[src/rtl/pipeline_pkg.sv]
// Shared pipeline types: 2-bit direction counter, BTB entry layout, saturating counter step.
// Latency: n/a (types and pure functions only).
// Backpressure: n/a.
package pipeline_pkg;

    localparam int BP_PC_W  = 5;
    localparam int BP_IDX_W = 3;
    localparam int BP_TAG_W = BP_PC_W - BP_IDX_W;

    typedef logic [1:0] ctr_t;

    localparam ctr_t CTR_SNT = 2'b00;
    localparam ctr_t CTR_WNT = 2'b01;
    localparam ctr_t CTR_WT  = 2'b10;
    localparam ctr_t CTR_ST  = 2'b11;

    typedef struct packed {
        logic                valid;
        logic [BP_TAG_W-1:0] tag;
        logic [BP_PC_W-1:0]  target;
        ctr_t                ctr;
    } btb_entry_t;

    // Saturating 2-bit step: up on taken (stops at ST), down on not-taken (stops at SNT).
    function automatic ctr_t ctr_next(ctr_t c, logic taken);
        ctr_t r;
        r = c;
        if (taken) begin
            if (c != CTR_ST) r = c + 2'b01;
        end else begin
            if (c != CTR_SNT) r = c - 2'b01;
        end
        return r;
    endfunction

endpackage

[src/rtl/bp_stat_counter.sv]
// Saturating event counter: counts cycles with inc_i high, sticks at all-ones.
// Latency: count visible one cycle after the counted event.
// Backpressure: none; one event per cycle at most.
module bp_stat_counter #(
    parameter int W = 16
) (
    input  logic         clk,
    input  logic         reset,
    input  logic         inc_i,
    output logic [W-1:0] count_o
);

    logic [W-1:0] count_q;

    // Count up on each event, never wrap past all-ones.
    always_ff @(posedge clk) begin
        if (reset) begin
            count_q <= '0;
        end else if (inc_i && !(&count_q)) begin
            count_q <= count_q + 1'b1;
        end
    end

    assign count_o = count_q;

endmodule

[src/rtl/branch_prediction_unit.sv]
// Tagged direct-mapped BTB with 2-bit counters; fetch lookup, execute-stage training, stats.
// Latency: lookup combinational (0 cycles); training visible the cycle after the update edge.
// Backpressure: none; the pipeline drops update_signal_E on bubbles instead of stalling us.
module branch_prediction_unit
    import pipeline_pkg::*;
#(
    parameter int PC_W  = BP_PC_W,
    parameter int IDX_W = BP_IDX_W,
    parameter int CNT_W = 16
) (
    input  logic             clk,
    input  logic             reset,
    input  logic [PC_W-1:0]  pc_F,
    output logic             prediction_F,
    output logic [PC_W-1:0]  target_F,
    output logic             btb_hit_F,
    input  logic             update_signal_E,
    input  logic [PC_W-1:0]  pc_E,
    input  logic             actual_outcome_E,
    input  logic             prediction_E,
    input  logic [PC_W-1:0]  target_E,
    output logic             mispredict_E,
    output logic [CNT_W-1:0] branch_count,
    output logic [CNT_W-1:0] mispredict_count
);

    localparam int ENTRIES = 2 ** IDX_W;
    localparam int TAG_W   = PC_W - IDX_W;

    btb_entry_t btb_q [ENTRIES];

    logic [IDX_W-1:0] idx_F;
    logic [IDX_W-1:0] idx_E;
    logic [TAG_W-1:0] tag_F;
    logic [TAG_W-1:0] tag_E;
    btb_entry_t       entry_F;
    btb_entry_t       entry_E;
    logic             hit_F;
    logic             hit_E;

    assign idx_F   = pc_F[IDX_W-1:0];
    assign tag_F   = pc_F[PC_W-1:IDX_W];
    assign idx_E   = pc_E[IDX_W-1:0];
    assign tag_E   = pc_E[PC_W-1:IDX_W];
    assign entry_F = btb_q[idx_F];
    assign entry_E = btb_q[idx_E];

    assign hit_F = entry_F.valid && (entry_F.tag == tag_F);
    assign hit_E = entry_E.valid && (entry_E.tag == tag_E);

    // Lookup reads registered table contents only, so a same-cycle update is not bypassed.
    always_comb begin
        btb_hit_F    = 1'b0;
        prediction_F = 1'b0;
        target_F     = '0;
        if (!reset && hit_F) begin
            btb_hit_F    = 1'b1;
            prediction_F = entry_F.ctr[1];
            target_F     = entry_F.target;
        end
    end

    // Direction-only check: a tagged hit already carries the right target for a static branch.
    assign mispredict_E = !reset && update_signal_E && (prediction_E != actual_outcome_E);

    // Train the table from the resolved branch; reset wins over a pending update.
    always_ff @(posedge clk) begin
        if (reset) begin
            for (int i = 0; i < ENTRIES; i++) begin
                btb_q[i] <= '{valid: 1'b0, tag: '0, target: '0, ctr: CTR_WNT};
            end
        end else if (update_signal_E) begin
            if (hit_E) begin
                btb_q[idx_E].ctr <= ctr_next(entry_E.ctr, actual_outcome_E);
                if (actual_outcome_E) begin
                    btb_q[idx_E].target <= target_E;
                end
            end else if (actual_outcome_E) begin
                btb_q[idx_E] <= '{valid: 1'b1, tag: tag_E, target: target_E, ctr: CTR_WT};
            end
        end
    end

    bp_stat_counter #(.W(CNT_W)) u_branch_cnt (
        .clk     (clk),
        .reset   (reset),
        .inc_i   (update_signal_E && !reset),
        .count_o (branch_count)
    );

    bp_stat_counter #(.W(CNT_W)) u_mispredict_cnt (
        .clk     (clk),
        .reset   (reset),
        .inc_i   (mispredict_E),
        .count_o (mispredict_count)
    );

endmodule

[config.mk]
export PLATFORM = sky130hd
export DESIGN_NAME = branch_prediction_unit
export DESIGN_NICKNAME = d
export VERILOG_FILES = /design/src/rtl/pipeline_pkg.sv /design/src/rtl/bp_stat_counter.sv /design/src/rtl/branch_prediction_unit.sv
export SDC_FILE = /design/constraint.sdc
export NUM_CORES = 1
export LEC_CHECK = 0
export CAP_MARGIN = 20
export CORE_MARGIN = 2
export CORE_UTILIZATION = 45
export CTS_CLUSTER_DIAMETER = 150
export CTS_CLUSTER_SIZE = 24
export DETAILED_ROUTE_END_ITERATION = 16
export PLACE_DENSITY = 0.69
export SETUP_SLACK_MARGIN = 0.1
export SYNTH_ARGS = -nofsm -noshare
export SYNTH_HDL_FRONTEND = slang
export SYNTH_SLANG_ARGS = --single-unit
[constraint.sdc]
create_clock -name clk -period 4.9 [get_ports clk]
set_input_delay 0.49 -clock clk [delete_from_list [all_inputs] [get_ports clk]]
set_output_delay 0.49 -clock clk [all_outputs]
set_load 0.05 [all_outputs]
# == After elaboration in Yosys (flattened, before gate mapping) ==
# Memory sizes are Yosys's and may differ from the RTL's.
# Index checks and enable logic that the tools add are counted.
# totals
ram_bits,80
memories,1
in_bits,20
output_inout_bits,40
reg_bits,32
wordCells,56
# mem_list
name,words,width,read_ports,rd_clocked_by_memory_dff,write_ports,line_no,source
btb_q,8,10,2,0,8,branch_prediction_unit.sv:30,btb_entry_t btb_q [ENTRIES];
# classes
n_mux,29
n_bitwise,2
n_eq_ne,4
add_sub_neg,4
n_reduce_logical,14
# ops
operator,count
"adder 16 x 1 -> 16 bit, second input constant",2
AND reduction 16 bit,2
two-way mux 1 bit,17
two-way mux 2 bit,7
two-way mux 10 bit,1
two-way mux 5 bit,2
OR reduction 10 bit,1
logical AND 1 bit,7
two-way mux 3 bit,2
equality test 2 bit,2
logical NOT 1 bit,3
"adder 2 x 1 -> 2 bit, second input constant",1
"inequality test 2 bit, second input constant",1
bitwise OR 1 bit,2
nonzero test 2 bit,1
"subtractor 2 x 1 -> 2 bit, second input constant",1
inequality test 1 bit,1

# == Longest topological paths before layout ==
# Gate-level depths: netlist (run 1).
# An unclocked memory read counts as a cell.
# logic_depth
ltp_word,10
mapped_depth,10
mapped_depth_nobuf,7

# == Modules after synthesis ==
# Synthesis (run 1) repeated with hierarchy kept, for this count alone.
# hier_totals
cells_unflattened,504
area_unflattened_um2,5843.1
# by_module_without_submodules
module,area_each_um2,n_inst,cells_each,seq_area_each_um2
branch_prediction_unit,4176.5,1,312,2322.2
bp_stat_counter,833.3,2,96,320.3

# == Worst setup path after synthesis (run 1) ==
# No wires, ideal clock.
# synth_timing
kind,input to output
start,in pc_F[0]
end,out prediction_F
cell_stages,7
t_arrival_ns,2.456
required_ns,4.410
setup_slack_ns,1.954
path_buffers,2
cell_sequence,buf_6 -> mux4_2 -> mux2i_1 -> xnor2_1 -> or4_1 -> buf_4 -> nor2_2
# synth_between
elab_chain_len,5
# synth_rtl
element,line_no,source
from (decl),branch_prediction_unit.sv:13,"input logic [PC_W-1:0] pc_F,"
memory read (8 x 10 bit) (*),--,
equality test 2 bit,branch_prediction_unit.sv:48,assign hit_F = entry_F.valid && (entry_F.tag == tag_F);
logical AND 1 bit,branch_prediction_unit.sv:48,
logical AND 1 bit,branch_prediction_unit.sv:56,if (!reset && hit_F) begin
two-way mux 1 bit (*),branch_prediction_unit.sv:56,
to (decl),branch_prediction_unit.sv:14,"output logic prediction_F,"
# Every way passes the cells marked *; elsewhere a longest branch is shown, timed or not.

# == Worst setup path after layout (run 1) ==
# Same ends and word-level chain as after synthesis.

==> results of run 1 <==
cells by family (layout without fill, tap and decap cells):
logic type      count (synthesis)  after routing  share of synthesized area [%]
compound gates                 54             54                           7.17
xor+xnor                       30             30                           4.60
fa+ha+maj                       2              2                          0.438
buf+inv                        43             96                           3.27
flops                         112            112                           51.9
mux                            40             40                           12.0
simple gates                  224            224                           20.6
through the flow:
| step | area, µm² | std cells | worst slack, ns | power (mW) | utilization (%) |
|---|---|---|---|---|---|
| final | 6790 | 730 | 1.11 | 2.04 | 54.2 |
| after global placement | 6470 | 714 | 1.07 | 1.27 | 51.7 |
| after floorplan | 5710 | 505 | 1.95 | 1.21 | - |
| after global routing | 6790 | 730 | 0.897 | 2.10 | 54.2 |
| after detailed placement | 6470 | 714 | 0.923 | 1.27 | 51.7 |
| after CTS | 6790 | 730 | 1.06 | 2.05 | 54.2 |
cell usage after synthesis (3+ instances only):
master | instances | area [µm²]
sky130_fd_sc_hd__a21oi_1 | 6 | 30.0
sky130_fd_sc_hd__a311oi_1 | 3 | 26.3
sky130_fd_sc_hd__a31o_1 | 4 | 35.0
sky130_fd_sc_hd__a41o_1 | 4 | 40.0
sky130_fd_sc_hd__and2_1 | 42 | 263
sky130_fd_sc_hd__and3_1 | 13 | 81.3
sky130_fd_sc_hd__and4_1 | 3 | 26.3
sky130_fd_sc_hd__buf_2 | 8 | 40.0
sky130_fd_sc_hd__clkbuf_1 | 14 | 52.6
sky130_fd_sc_hd__dfxtp_1 | 40 | 801
sky130_fd_sc_hd__edfxtp_1 | 72 | 2160
sky130_fd_sc_hd__inv_1 | 14 | 52.6
sky130_fd_sc_hd__mux2_2 | 3 | 33.8
sky130_fd_sc_hd__mux2i_1 | 12 | 120
sky130_fd_sc_hd__mux4_2 | 22 | 495
sky130_fd_sc_hd__nand2_1 | 28 | 105
sky130_fd_sc_hd__nand2b_1 | 19 | 119
sky130_fd_sc_hd__nand3_1 | 22 | 110
sky130_fd_sc_hd__nand4_1 | 7 | 43.8
sky130_fd_sc_hd__nor2_1 | 55 | 206
sky130_fd_sc_hd__nor2_2 | 14 | 87.6
sky130_fd_sc_hd__nor2b_1 | 4 | 25.0
sky130_fd_sc_hd__nor3_1 | 5 | 25.0
sky130_fd_sc_hd__o21ai_0 | 3 | 15.0
sky130_fd_sc_hd__o21ai_1 | 10 | 50.1
sky130_fd_sc_hd__o21bai_1 | 8 | 60.1
sky130_fd_sc_hd__or3_1 | 4 | 25.0
sky130_fd_sc_hd__xnor2_1 | 11 | 96.3
sky130_fd_sc_hd__xor2_1 | 19 | 166
worst reg2reg max path, stage by stage, from the launching register on:
cell                       delay (ns)
sky130_fd_sc_hd__edfxtp_1        0.43
sky130_fd_sc_hd__mux2_1          0.30
sky130_fd_sc_hd__and3_1          0.20
sky130_fd_sc_hd__o31a_1          0.31
sky130_fd_sc_hd__o21ai_2         0.58
sky130_fd_sc_hd__nor2b_1         0.63
sky130_fd_sc_hd__o21bai_1        0.22
sequential cells by signal, summed over array words and instances (netlist names):
register,count
btb_q,80
u_branch_cnt.count_o,16
u_mispredict_cnt.count_o,16
path summary, 6_finish.rpt:
kind                              endpoint  slack [ns]
setup / recovery              prediction_F        1.11
hold / removal    btb_q[5][9]$_SDFFE_PP1P_        0.47
setup reg to reg     btb_q[5][0]$_DFFE_PP_        1.94
hold reg to reg   btb_q[5][9]$_SDFFE_PP1P_        0.47
power groups by stage:
| stage | Combinational, mW | Sequential (mW) | Clock [mW] |
|---|---|---|---|
| finish | 0.197 | 1.05 | 0.788 |
| global route | 0.213 | 1.06 | 0.831 |
| CTS | 0.198 | 1.05 | 0.801 |
| detailed placement | 0.197 | 1.08 | 0 |
| global placement | 0.192 | 1.07 | 0 |
| floorplan | 0.134 | 1.08 | 0 |
routing by layer:
metal / vias up / routed length [µm] / track usage [%]
met4: 0 / 237 / 8.00
met3: 16 / 670 / 3.43
met1: 1927 / 5790 / 26.9
met5: - / 0 / 0
li1: 1913 / - / -
met2: 132 / 5990 / 32.3
cell type report:
class                   instances  area share (%)
well taps                     172            3.17
flip-flops and latches        112            43.6
clock inverters                 7            1.33
multi-input cells             350            37.7
inverters                      17           0.940
repair buffers                 63            9.91
clock buffers                   9            3.32
==> run summary, run 1 <==
The total number of cells along the worst setup path came out at 7. The time the worst path needs with I/O delays and setup is 3.79 ns. The leakage power total is 2.39 nW.

From synthesis to final layout, the design area changed by 18.9%. The via density per instance came out at 5.46. The height of the die came out at 117 µm.

The count of buffer and inverter cells on the critical path came out at 2. The sequential-to-total area share from yosys stat is 51.9%. Power spread over the standard cell area amounts to 300 nW/µm².

The residual DRC count is 0. Wires add up to 12700 µm. Tracing the worst setup path back leads to its startpoint at pc_F[0]. In the final design database the tool counted 575 nets.

The switching part of the total is 24.7%. The critical path required time is 4.41 ns. Of the total power, registers draw 51.7%.

Leaving out fill and tap cells, the most frequent cells in the layout are sky130_fd_sc_hd__edfxtp_1, sky130_fd_sc_hd__nor2_1, sky130_fd_sc_hd__clkdlybuf4s50_1. The run finished with clean final reports. The final critical-path share of the clock period is 77.3%.

In this run the critical register-to-register path is launched from btb_q[1][8]$_DFFE_PP_. The largest individual stage delay along the critical path comes from the cell sky130_fd_sc_hd__clkdlybuf4s50_1. The max-cap check violation count is 0. The number of hold buffers added after cts is 0.

Among all flip-flop cells after synthesis, the most frequent one is sky130_fd_sc_hd__edfxtp_1. The final-report max-slew violation count came out at 0. For the pin with the worst max-slew slack, the measured transition is 0.901 ns. The global-route usage over all layers came out at 19.9%. The weighted congestion at the end of routability-driven global placement is 0.912. The critical path is of the input port to output pin type. The number of global-route vias before repair came out at 3886.

The number of port buffers came out at 59. The setup total negative slack is 0 ns. The filler cell count in the final layout is 1109. The cell depth of the worst hold path came out at 2. The global route total overflow came out at 0. The worst slack on hold paths is 0.467 ns. The number of enable flip-flop cells after synthesis is 72. The library cell used most frequently in the layout, excluding fill and tap cells, is sky130_fd_sc_hd__edfxtp_1. In the final layout, flip-flops and latches occupy 2960 µm². The depth of the worst register-to-register path came out at 6.

Internal power comes to 1.53 mW. The floorplan step defined a core boundary enclosing 12500 µm². The root buffer cell chosen for the clock tree is sky130_fd_sc_hd__clkbuf_16.

The number of sinks driven by the clock tree came out at 112. The remaining antenna violation count is 0. The area of the multi-input gates is 2560 µm². The share of layout cells above drive strength 1 is 13.8%. The number of standard cells after synthesis came out at 505. The number of nets in the synthesized netlist is 527. The first global-routing pass estimated 20600 µm of wire. During I/O placement, the number of pins put on the boundary was 60.

The synthesized cell area is 5710 µm². The number of buffers added for setup after CTS came out at 0. The worst hold path begins at btb_q[5][9]$_SDFFE_PP1P_. The final-report setup violation count came out at 0.

The maximum number of pins on one net before global-route repair came out at 43. In this run, post-CTS repair resized a total of 0 instances. The number of antenna violations at the first check in global routing came out at 0. The type of the worst min-delay path is flop to flop. The average cell area after synthesis is 11.3 µm².

In this run, the clock network consumes 38.6% of the power. The mean routed wirelength per cell is 17.4 µm. TritonCTS built the clock tree. The maximum buffer depth of the clock tree is 2.

The logic gate share of total power is 9.7%. The hold violation total from the final report is 0. The number of placement rows is 41. The first-pass detailed-route iteration total is 5.

The startpoint type of the worst setup path is an input port. The critical path goes through clkdlybuf4s50_1, mux4_2, mux2i_1, xnor2_1, or4_1, nor2_2, buf_12. The post-CTS clock slew at the launch and capture registers of the worst setup and hold paths is 0.08 ns.

The number of antenna cells inserted is 0. The net load switching power is 0.505 mW. The horizontal die dimension came out at 117 µm. Of all nets on the critical path, the largest fanout is 9. The headroom to the max-slew limit came out at 39.8%.

The worst-case clock skew is 0.0112 ns. Synthesis inferred 112 register bits. The count of routing violations after the opening detailed-route iteration is 401. The family with the most delay on the worst path is buffers and inverters. The worst setup path is captured at an output pin. The maximum clock frequency is 264 MHz. The delay contributed by the slowest stage of the critical path is 0.85 ns. The total via count in the routed design is 3988. The CTS H-tree depth came out at 3. The count of yosys warnings during synthesis came out at 0.

The peak supply drop came out at 0.000195 V. The clock buffer count from CTS came out at 9. Setup repair after global routing left no endpoint under its margin. The estimated wirelength of the detail-placed design came out at 9220 µm.

The endpoint arrival time on the critical path is 3.30 ns. The proportion of synthesized flip-flops having asynchronous set or reset came out at 0%. The area of the die came out at 13600 µm². The initial utilization of the core area, before any placement, comes to 45.6%.

For the worst-skew pair, the clock arrives at the later sink with an insertion delay of 0.36 ns. The distinct cell type count of the synthesized netlist is 58.
(Power assumes the default switching activity.)
==> run 2, diff against run 1 <==
clock period = 4 ns   (was 4.9 ns; I/O delays follow)
==> run 2 against run 1 <==
- sequential share of layout area decreased by 0.30 points
- die area unchanged
- combinational power increased by 25%
- via count increased by 1.3%
- register-to-register slack got worse by 0.57 ns
- largest cell class unchanged
- utilization increased by 0.37 points
- global-route usage increased by 0.16 points
- worst setup slack got worse by 0.69 ns
- total power increased by 20%
- clock-buffer cell count unchanged
- sequential cell count unchanged
- critical path type unchanged
==> run summary, run 2 (same netlist as run 1, synthesis figures left out) <==
The number of antenna cells inserted came out at 0 (unchanged). In this run the worst hold path is classified as flop to flop. The maximum buffer depth of the clock tree is 2 (unchanged). The transition time at the pin with the least slew margin came to 0.832 ns (-0.0684 ns). The proportion of power drawn by flip-flops and latches came to 52.6% (+0.9 points). The post-CTS clock slew at the launch and capture registers of the worst setup and hold paths was 0.07 ns (about the same).

The horizontal die dimension came to 117 µm (unchanged). The total via count in the routed design was 4041 (+1.3%). The global route total overflow is 0 (unchanged).

The power per standard cell area is 359 nW/µm² (+20%). The final net count is 581 (+1.0%). The number of global-route vias before repair came out at 4009 (+3.2%).

Compared with the post-synthesis result, the final layout area differs by 19.7%. The number of hold buffers added after cts came out at 0 (unchanged). The number of antenna violations at the first check in global routing is 0 (unchanged). The top cell types in the final layout, fill and taps aside, are sky130_fd_sc_hd__edfxtp_1, sky130_fd_sc_hd__nor2_1, sky130_fd_sc_hd__clkdlybuf4s50_1. The leakage power total came out at 2.41 nW (+0.86%).

The number of port buffers is 59 (unchanged). The remaining antenna violation count came out at 0 (unchanged). The smallest clock period supported by the final layout is computed as 3.57 ns. The peak supply drop came out at 0.000148 V (-24%). The flow ran to the end, and the final reports show no timing, DRC or antenna violations. The global-route wire length before repair is 20800 µm (+0.91%).

The biggest fanout along the worst timing path was 9 (unchanged). Leaving out fill and tap cells, the most frequent cell in the layout is sky130_fd_sc_hd__edfxtp_1. The clock buffer count from CTS is 9 (unchanged). The share of layout cells above drive strength 1 came out at 14.5% (+0.74 points). The weighted congestion at the end of routability-driven global placement is 0.869 (-4.7%). The maximum number of pins on one net before global-route repair came to 53 (+23%). The worst slack on hold paths came out at 0.474 ns (+0.00739 ns). Setup repair after global routing left no endpoint under its margin.

The insertion delay to the later sink of the worst-skew pair is 0.35 ns (about the same). The headroom to the max-slew limit came out at 44.3% (+4.5 points). The final-report max-slew violation count came out at 0 (unchanged). The routed wire length is 12700 µm (+0.19%). The placeable core area came out at 12500 µm² (unchanged). The number of cells upsized or downsized after cts is 0 (unchanged). The mean routed wirelength per cell is 17.3 µm (-0.63%). The worst-case clock skew came out at 0.00646 ns (-0.00476 ns). The most flop-heavy register is btb_q. The critical path is of the input port to output pin type. The switching part of the total came out at 23.9% (-0.89 points). The starting utilization of the core area is 45.6% (unchanged). The area of the die was 13600 µm² (unchanged). The number of sinks driven by the clock tree came out at 112 (unchanged). The residual DRC count is 0 (unchanged).

The number of placement rows came out at 41 (unchanged). The global-route usage over all layers is 20.1% (+0.16 points). In this run the worst setup path begins at pc_F[0]. The height of the die is 117 µm (unchanged). The launch instance of the worst min-delay path is btb_q[0][9]$_SDFFE_PP1P_. The clock power share was 37.4% (-1.2 points). The number of buffers added for setup after CTS came out at 0 (unchanged). The final-report setup violation count is 0 (unchanged). The hold violation total from the final report is 0 (unchanged).

The CTS H-tree depth was 3 (unchanged). The number of flip-flops in the largest register was 80 (unchanged). The estimated wirelength of the detail-placed design came out at 9400 µm (+2.0%). The worst setup path is captured at an output pin. The maximum clock frequency is 280 MHz. The logic gate share of total power is 10.0% (+0.3 points). The max-cap check violation count is 0 (unchanged).

The net load switching power is 0.586 mW (+16%). STA classifies the critical path startpoint as an input port. The worst reg-to-reg setup slack is 1.37 ns (-0.57 ns).

The tree is rooted in a sky130_fd_sc_hd__clkbuf_16. After layout, the worst path uses 89.3% of the clock period. The count of routing violations after the opening detailed-route iteration is 294 (-27%).

TritonCTS built the clock tree. The via density per instance was 5.49 (+0.50%). The setup total negative slack came to 0 ns (unchanged). The I/O pin count came out at 60 (unchanged). The endpoint arrival time on the critical path came out at 3.17 ns (-0.13 ns). The first-pass detailed-route iteration total came out at 4 (-1). The launch point of the worst reg-to-reg path is btb_q[7][7]$_DFFE_PP_. The internal power of the cells is 1.87 mW (+22%).

The critical path required time came out at 3.60 ns (-0.81 ns).
run 2: cell count changes in the layout (fill, tap and decap cells not counted):
| cell | change |
|---|---|
| sky130_fd_sc_hd__buf_4 | +5 |
| sky130_fd_sc_hd__inv_8 | -2 |
| sky130_fd_sc_hd__buf_12 | +1 |
| sky130_fd_sc_hd__clkinv_1 | +1 |
| sky130_fd_sc_hd__clkinv_4 | +1 |
| sky130_fd_sc_hd__clkinvlp_4 | +1 |
| sky130_fd_sc_hd__inv_6 | -1 |
run 2: layer usage:
layer	GRT usage, %	share of wire, %
met1	28.0	44
met4	6.27	1.4
met3	4.67	6.5
met2	31.6	48
met5	0	0
run 2: worst max-delay path, cell delays in order:
cell and delay (ns):
sky130_fd_sc_hd__clkdlybuf4s50_1 0.83, sky130_fd_sc_hd__mux4_2 0.57, sky130_fd_sc_hd__mux2i_1 0.17, sky130_fd_sc_hd__xnor2_1 0.08
sky130_fd_sc_hd__or4_1 0.72, sky130_fd_sc_hd__nor2_2 0.23, sky130_fd_sc_hd__buf_12 0.15
run 2: final timing paths:
| kind | endpoint | cells after the start |
|---|---|---|
| max | target_F[0] | 7 |
| min reg2reg | btb_q[0][9]$_SDFFE_PP1P_ | 2 |
| min | btb_q[0][9]$_SDFFE_PP1P_ | 2 |
| max reg2reg | btb_q[2][1]$_DFFE_PP_ | 8 |
run 2: cell type report:
class | count | area, µm²
clock buffers | 9 | 225
clock inverters | 7 | 78.8
fillers | 1093 | 5680
inverters | 17 | 63.8
multi-input cells | 350 | 2560
flip-flops and latches | 112 | 2960
well taps | 172 | 215
repair buffers | 69 | 731
run 2: power by group through the flow:
| stage | clock network, mW | registers, mW | logic [mW] |
|---|---|---|---|
| after global routing | 0.987 | 1.30 | 0.266 |
| after global placement | 0 | 1.32 | 0.241 |
| after CTS | 0.940 | 1.29 | 0.247 |
| after detailed placement | 0 | 1.32 | 0.246 |
| final | 0.919 | 1.29 | 0.246 |
| after floorplan | 0 | 1.32 | 0.164 |
run 2: per-stage QoR:
| stage | util [%] | instance area [µm²] | total power [mW] | cells | setup WS, ns |
|---|---|---|---|---|---|
| 2_1_floorplan | - | 5710 | 1.48 | 505 | 1.23 |
| 3_3_place_gp | 52.2 | 6530 | 1.56 | 720 | 0.430 |
| 3_5_place_dp | 52.2 | 6530 | 1.56 | 720 | 0.389 |
| 4_1_cts | 54.6 | 6840 | 2.48 | 736 | 0.391 |
| 5_1_grt | 54.6 | 6840 | 2.55 | 736 | 0.245 |
| 6_report | 54.6 | 6840 | 2.46 | 736 | 0.427 |
==> run 3, diff against run 2 <==
CORE_UTILIZATION = 44   (was 45)
PLACE_DENSITY = 0.68   (was 0.69)
SETUP_SLACK_MARGIN = 0.02   (was 0.1)
==> run 3 against run 2 <==
- die area rose by 2.2%
- non-clock buffer count up 1
- global-route usage shrank 0.79 points
- clock-buffer cell count increased by 1
- utilization fell by 0.40 points
- worst hold slack got worse by 0.054 ns
- combinational power hardly changed
- clock power fell by 0.8%
- design area barely moved
- routed wire length increased by 0.77%
- via count decreased by 0.77%
- largest power group unchanged
==> run summary, run 3 (same netlist as run 1, synthesis figures left out) <==
The post-CTS clock slew at the launch and capture registers of the worst setup and hold paths came out at 0.07 ns (about the same). The tree is rooted in a sky130_fd_sc_hd__clkbuf_16. The transition time at the pin with the least slew margin was 0.772 ns (-0.0602 ns). The headroom to the max-slew limit came out at 48.3% (+4.0 points). The clock buffer count from CTS came out at 9 (unchanged). The via density per instance is 5.44 (-0.90%). The worst-case clock skew is 0.00968 ns (+0.00322 ns). The library cell used most frequently in the layout, excluding fill and tap cells, is sky130_fd_sc_hd__edfxtp_1. The biggest fanout along the worst timing path is 7 (-2). The number of buffers added for setup after CTS came out at 0 (unchanged). The final net count was 582 (+0.17%). The run finished with clean final reports. The maximum clock frequency is 295 MHz (+5.4%). The number of antenna violations at the first check in global routing came out at 0 (unchanged). The number of antenna cells inserted came out at 0 (unchanged). The TritonCTS clock tree is yes.

The post-route core utilization came out at 54.2% (-0.40 points). The filler cell count in the final layout is 1108 (+1.4%). The starting utilization of the core area was 45.2% (-0.37 points). The remaining antenna violation count was 0 (unchanged).

The area of the die is 13900 µm² (+2.2%). The final worst slack came to 0.610 ns (+0.183 ns). The estimated wirelength of the detail-placed design came to 9380 µm (-0.21%). The insertion delay to the later sink of the worst-skew pair came out at 0.36 ns (about the same). The worst setup path is of the input port to output pin kind. The power per standard cell area is 358 nW/µm² (-0.41%). The total via count in the routed design is 4010 (-0.77%). The number of placement rows came out at 41 (unchanged). The post-placement setup slack came out at 0.572 ns (+0.183 ns). The first-pass detailed-route iteration total was 4 (unchanged). The worst slack on hold paths is 0.421 ns (-0.0536 ns). The final-report max-slew violation count was 0 (unchanged). The CTS H-tree depth is 3 (unchanged). The global-route usage over all layers came out at 19.3% (-0.79 points). The hold violation total from the final report came out at 0 (unchanged). The maximum buffer depth of the clock tree was 2 (unchanged).

The max-cap check violation count was 0 (unchanged). The number of flip-flops in the largest register is 80 (unchanged). The critical path required time is 3.60 ns (about the same). The number of hold buffers added after cts came out at 0 (unchanged). The maximum number of pins on one net before global-route repair is 59 (+11%). The endpoint arrival time on the critical path came out at 2.99 ns (-0.18 ns).

The time the worst path needs with I/O delays and setup came out at 3.39 ns (-0.183 ns). The setup total negative slack was 0 ns (unchanged). The top cell types in the final layout, fill and taps aside, are sky130_fd_sc_hd__edfxtp_1, sky130_fd_sc_hd__nor2_1, sky130_fd_sc_hd__clkdlybuf4s50_1. The count of routing violations after the opening detailed-route iteration is 236 (-20%). The final-report setup violation count came out at 0 (unchanged). The number of global-route vias before repair was 4033 (+0.60%). The placeable core area came out at 12600 µm² (+0.82%). The number of sinks driven by the clock tree came to 112 (unchanged). The number of port buffers is 59 (unchanged). The weighted congestion at the end of routability-driven global placement came out at 0.828 (-4.8%). The final critical-path share of the clock period is 84.8% (-4.6 points). The horizontal die dimension came to 118 µm (+1.1%).

The mean routed wirelength per cell is 17.4 µm (+0.63%). Setup repair after global routing left no endpoint under its margin. The relative area change from synthesis to final layout came out at 19.8% (about the same).

The global route total overflow came out at 0 (unchanged). The capturing element type of the critical path is an output pin. The worst setup path is launched from an input port.

The register with the most flip-flops in the final layout is btb_q. The residual DRC count is 0 (unchanged). The number of cells upsized or downsized after cts is 0 (unchanged). The share of layout cells above drive strength 1 is 14.9% (+0.33 points). The tightest min-delay check is of the input port to flop type. The peak supply drop is 0.000181 V (+22%). The area of the multi-input gates is 2560 µm² (unchanged). The routed wire length was 12800 µm (+0.77%).

The height of the die is 118 µm (+1.1%). The leakage power total is 2.42 nW (+0.30%). The storage element area came out at 2960 µm² (unchanged). The global-route wire length before repair came out at 21200 µm (+1.8%). The I/O pin count is 60 (unchanged).
run 3: changes by cell type in the layout (fill, tap and decap cells not counted):
cell and delta:
sky130_fd_sc_hd__clkinv_8 +1, sky130_fd_sc_hd__clkinv_4 +1, sky130_fd_sc_hd__clkinv_1 -1, sky130_fd_sc_hd__clkinvlp_4 -1
sky130_fd_sc_hd__clkbuf_8 +1, sky130_fd_sc_hd__bufinv_16 -1, sky130_fd_sc_hd__buf_4 +1
run 3: final cells by class:
cell class	count	share of cell area [%]
Timing Repair Buffer	70	10.8
Clock inverter	6	0.914
Tap cell	172	3.15
Multi-Input combinational cell	350	37.4
Sequential cell	112	43.3
Inverter	17	0.933
Clock buffer	10	3.49
run 3: final timing paths:
| path | from | to | slack [ns] | cells past startpoint |
|---|---|---|---|---|
| setup / recovery | pc_F[0] | target_F[1] | 0.61 | 7 |
| hold / removal | reset | u_mispredict_cnt.count_o[11]$_SDFFE_PP0P_ | 0.42 | 2 |
| setup reg to reg | btb_q[6][7]$_DFFE_PP_ | btb_q[3][1]$_DFFE_PP_ | 1.45 | 8 |
| hold reg to reg | btb_q[0][9]$_SDFFE_PP1P_ | btb_q[0][9]$_SDFFE_PP1P_ | 0.48 | 2 |
run 3: power by group:
part           total (mW)  leakage [nW]  internal (mW)  switching (mW)
Sequential           1.29          1.03           1.27          0.0205
Clock               0.912         0.148          0.457           0.455
Combinational       0.245          1.24          0.107           0.139
Total                2.45          2.42           1.83           0.614
run 3: worst max-delay path, stage by stage:
cell,delay [ns]
sky130_fd_sc_hd__clkdlybuf4s50_1,0.68
sky130_fd_sc_hd__mux4_2,0.55
sky130_fd_sc_hd__mux2i_1,0.17
sky130_fd_sc_hd__xnor2_1,0.07
sky130_fd_sc_hd__or4_1,0.72
sky130_fd_sc_hd__nor2_2,0.23
sky130_fd_sc_hd__buf_12,0.15
run 3: layer usage:
layer / GRT usage (%) / vias to the layer above / share of wire (%)
met5: 0 / - / 0
met4: 5.87 / 0 / 1.4
met3: 4.36 / 14 / 5.1
met2: 31.8 / 120 / 48
met1: 25.5 / 1944 / 46
li1: - / 1932 / -
run 3: stage by stage:
stage	instances	power, mW	instance area [µm²]
global placement	721	1.56	6540
floorplan	505	1.48	5710
CTS	737	2.47	6840
finish	737	2.45	6840
detailed placement	721	1.56	6540
global route	737	2.53	6840
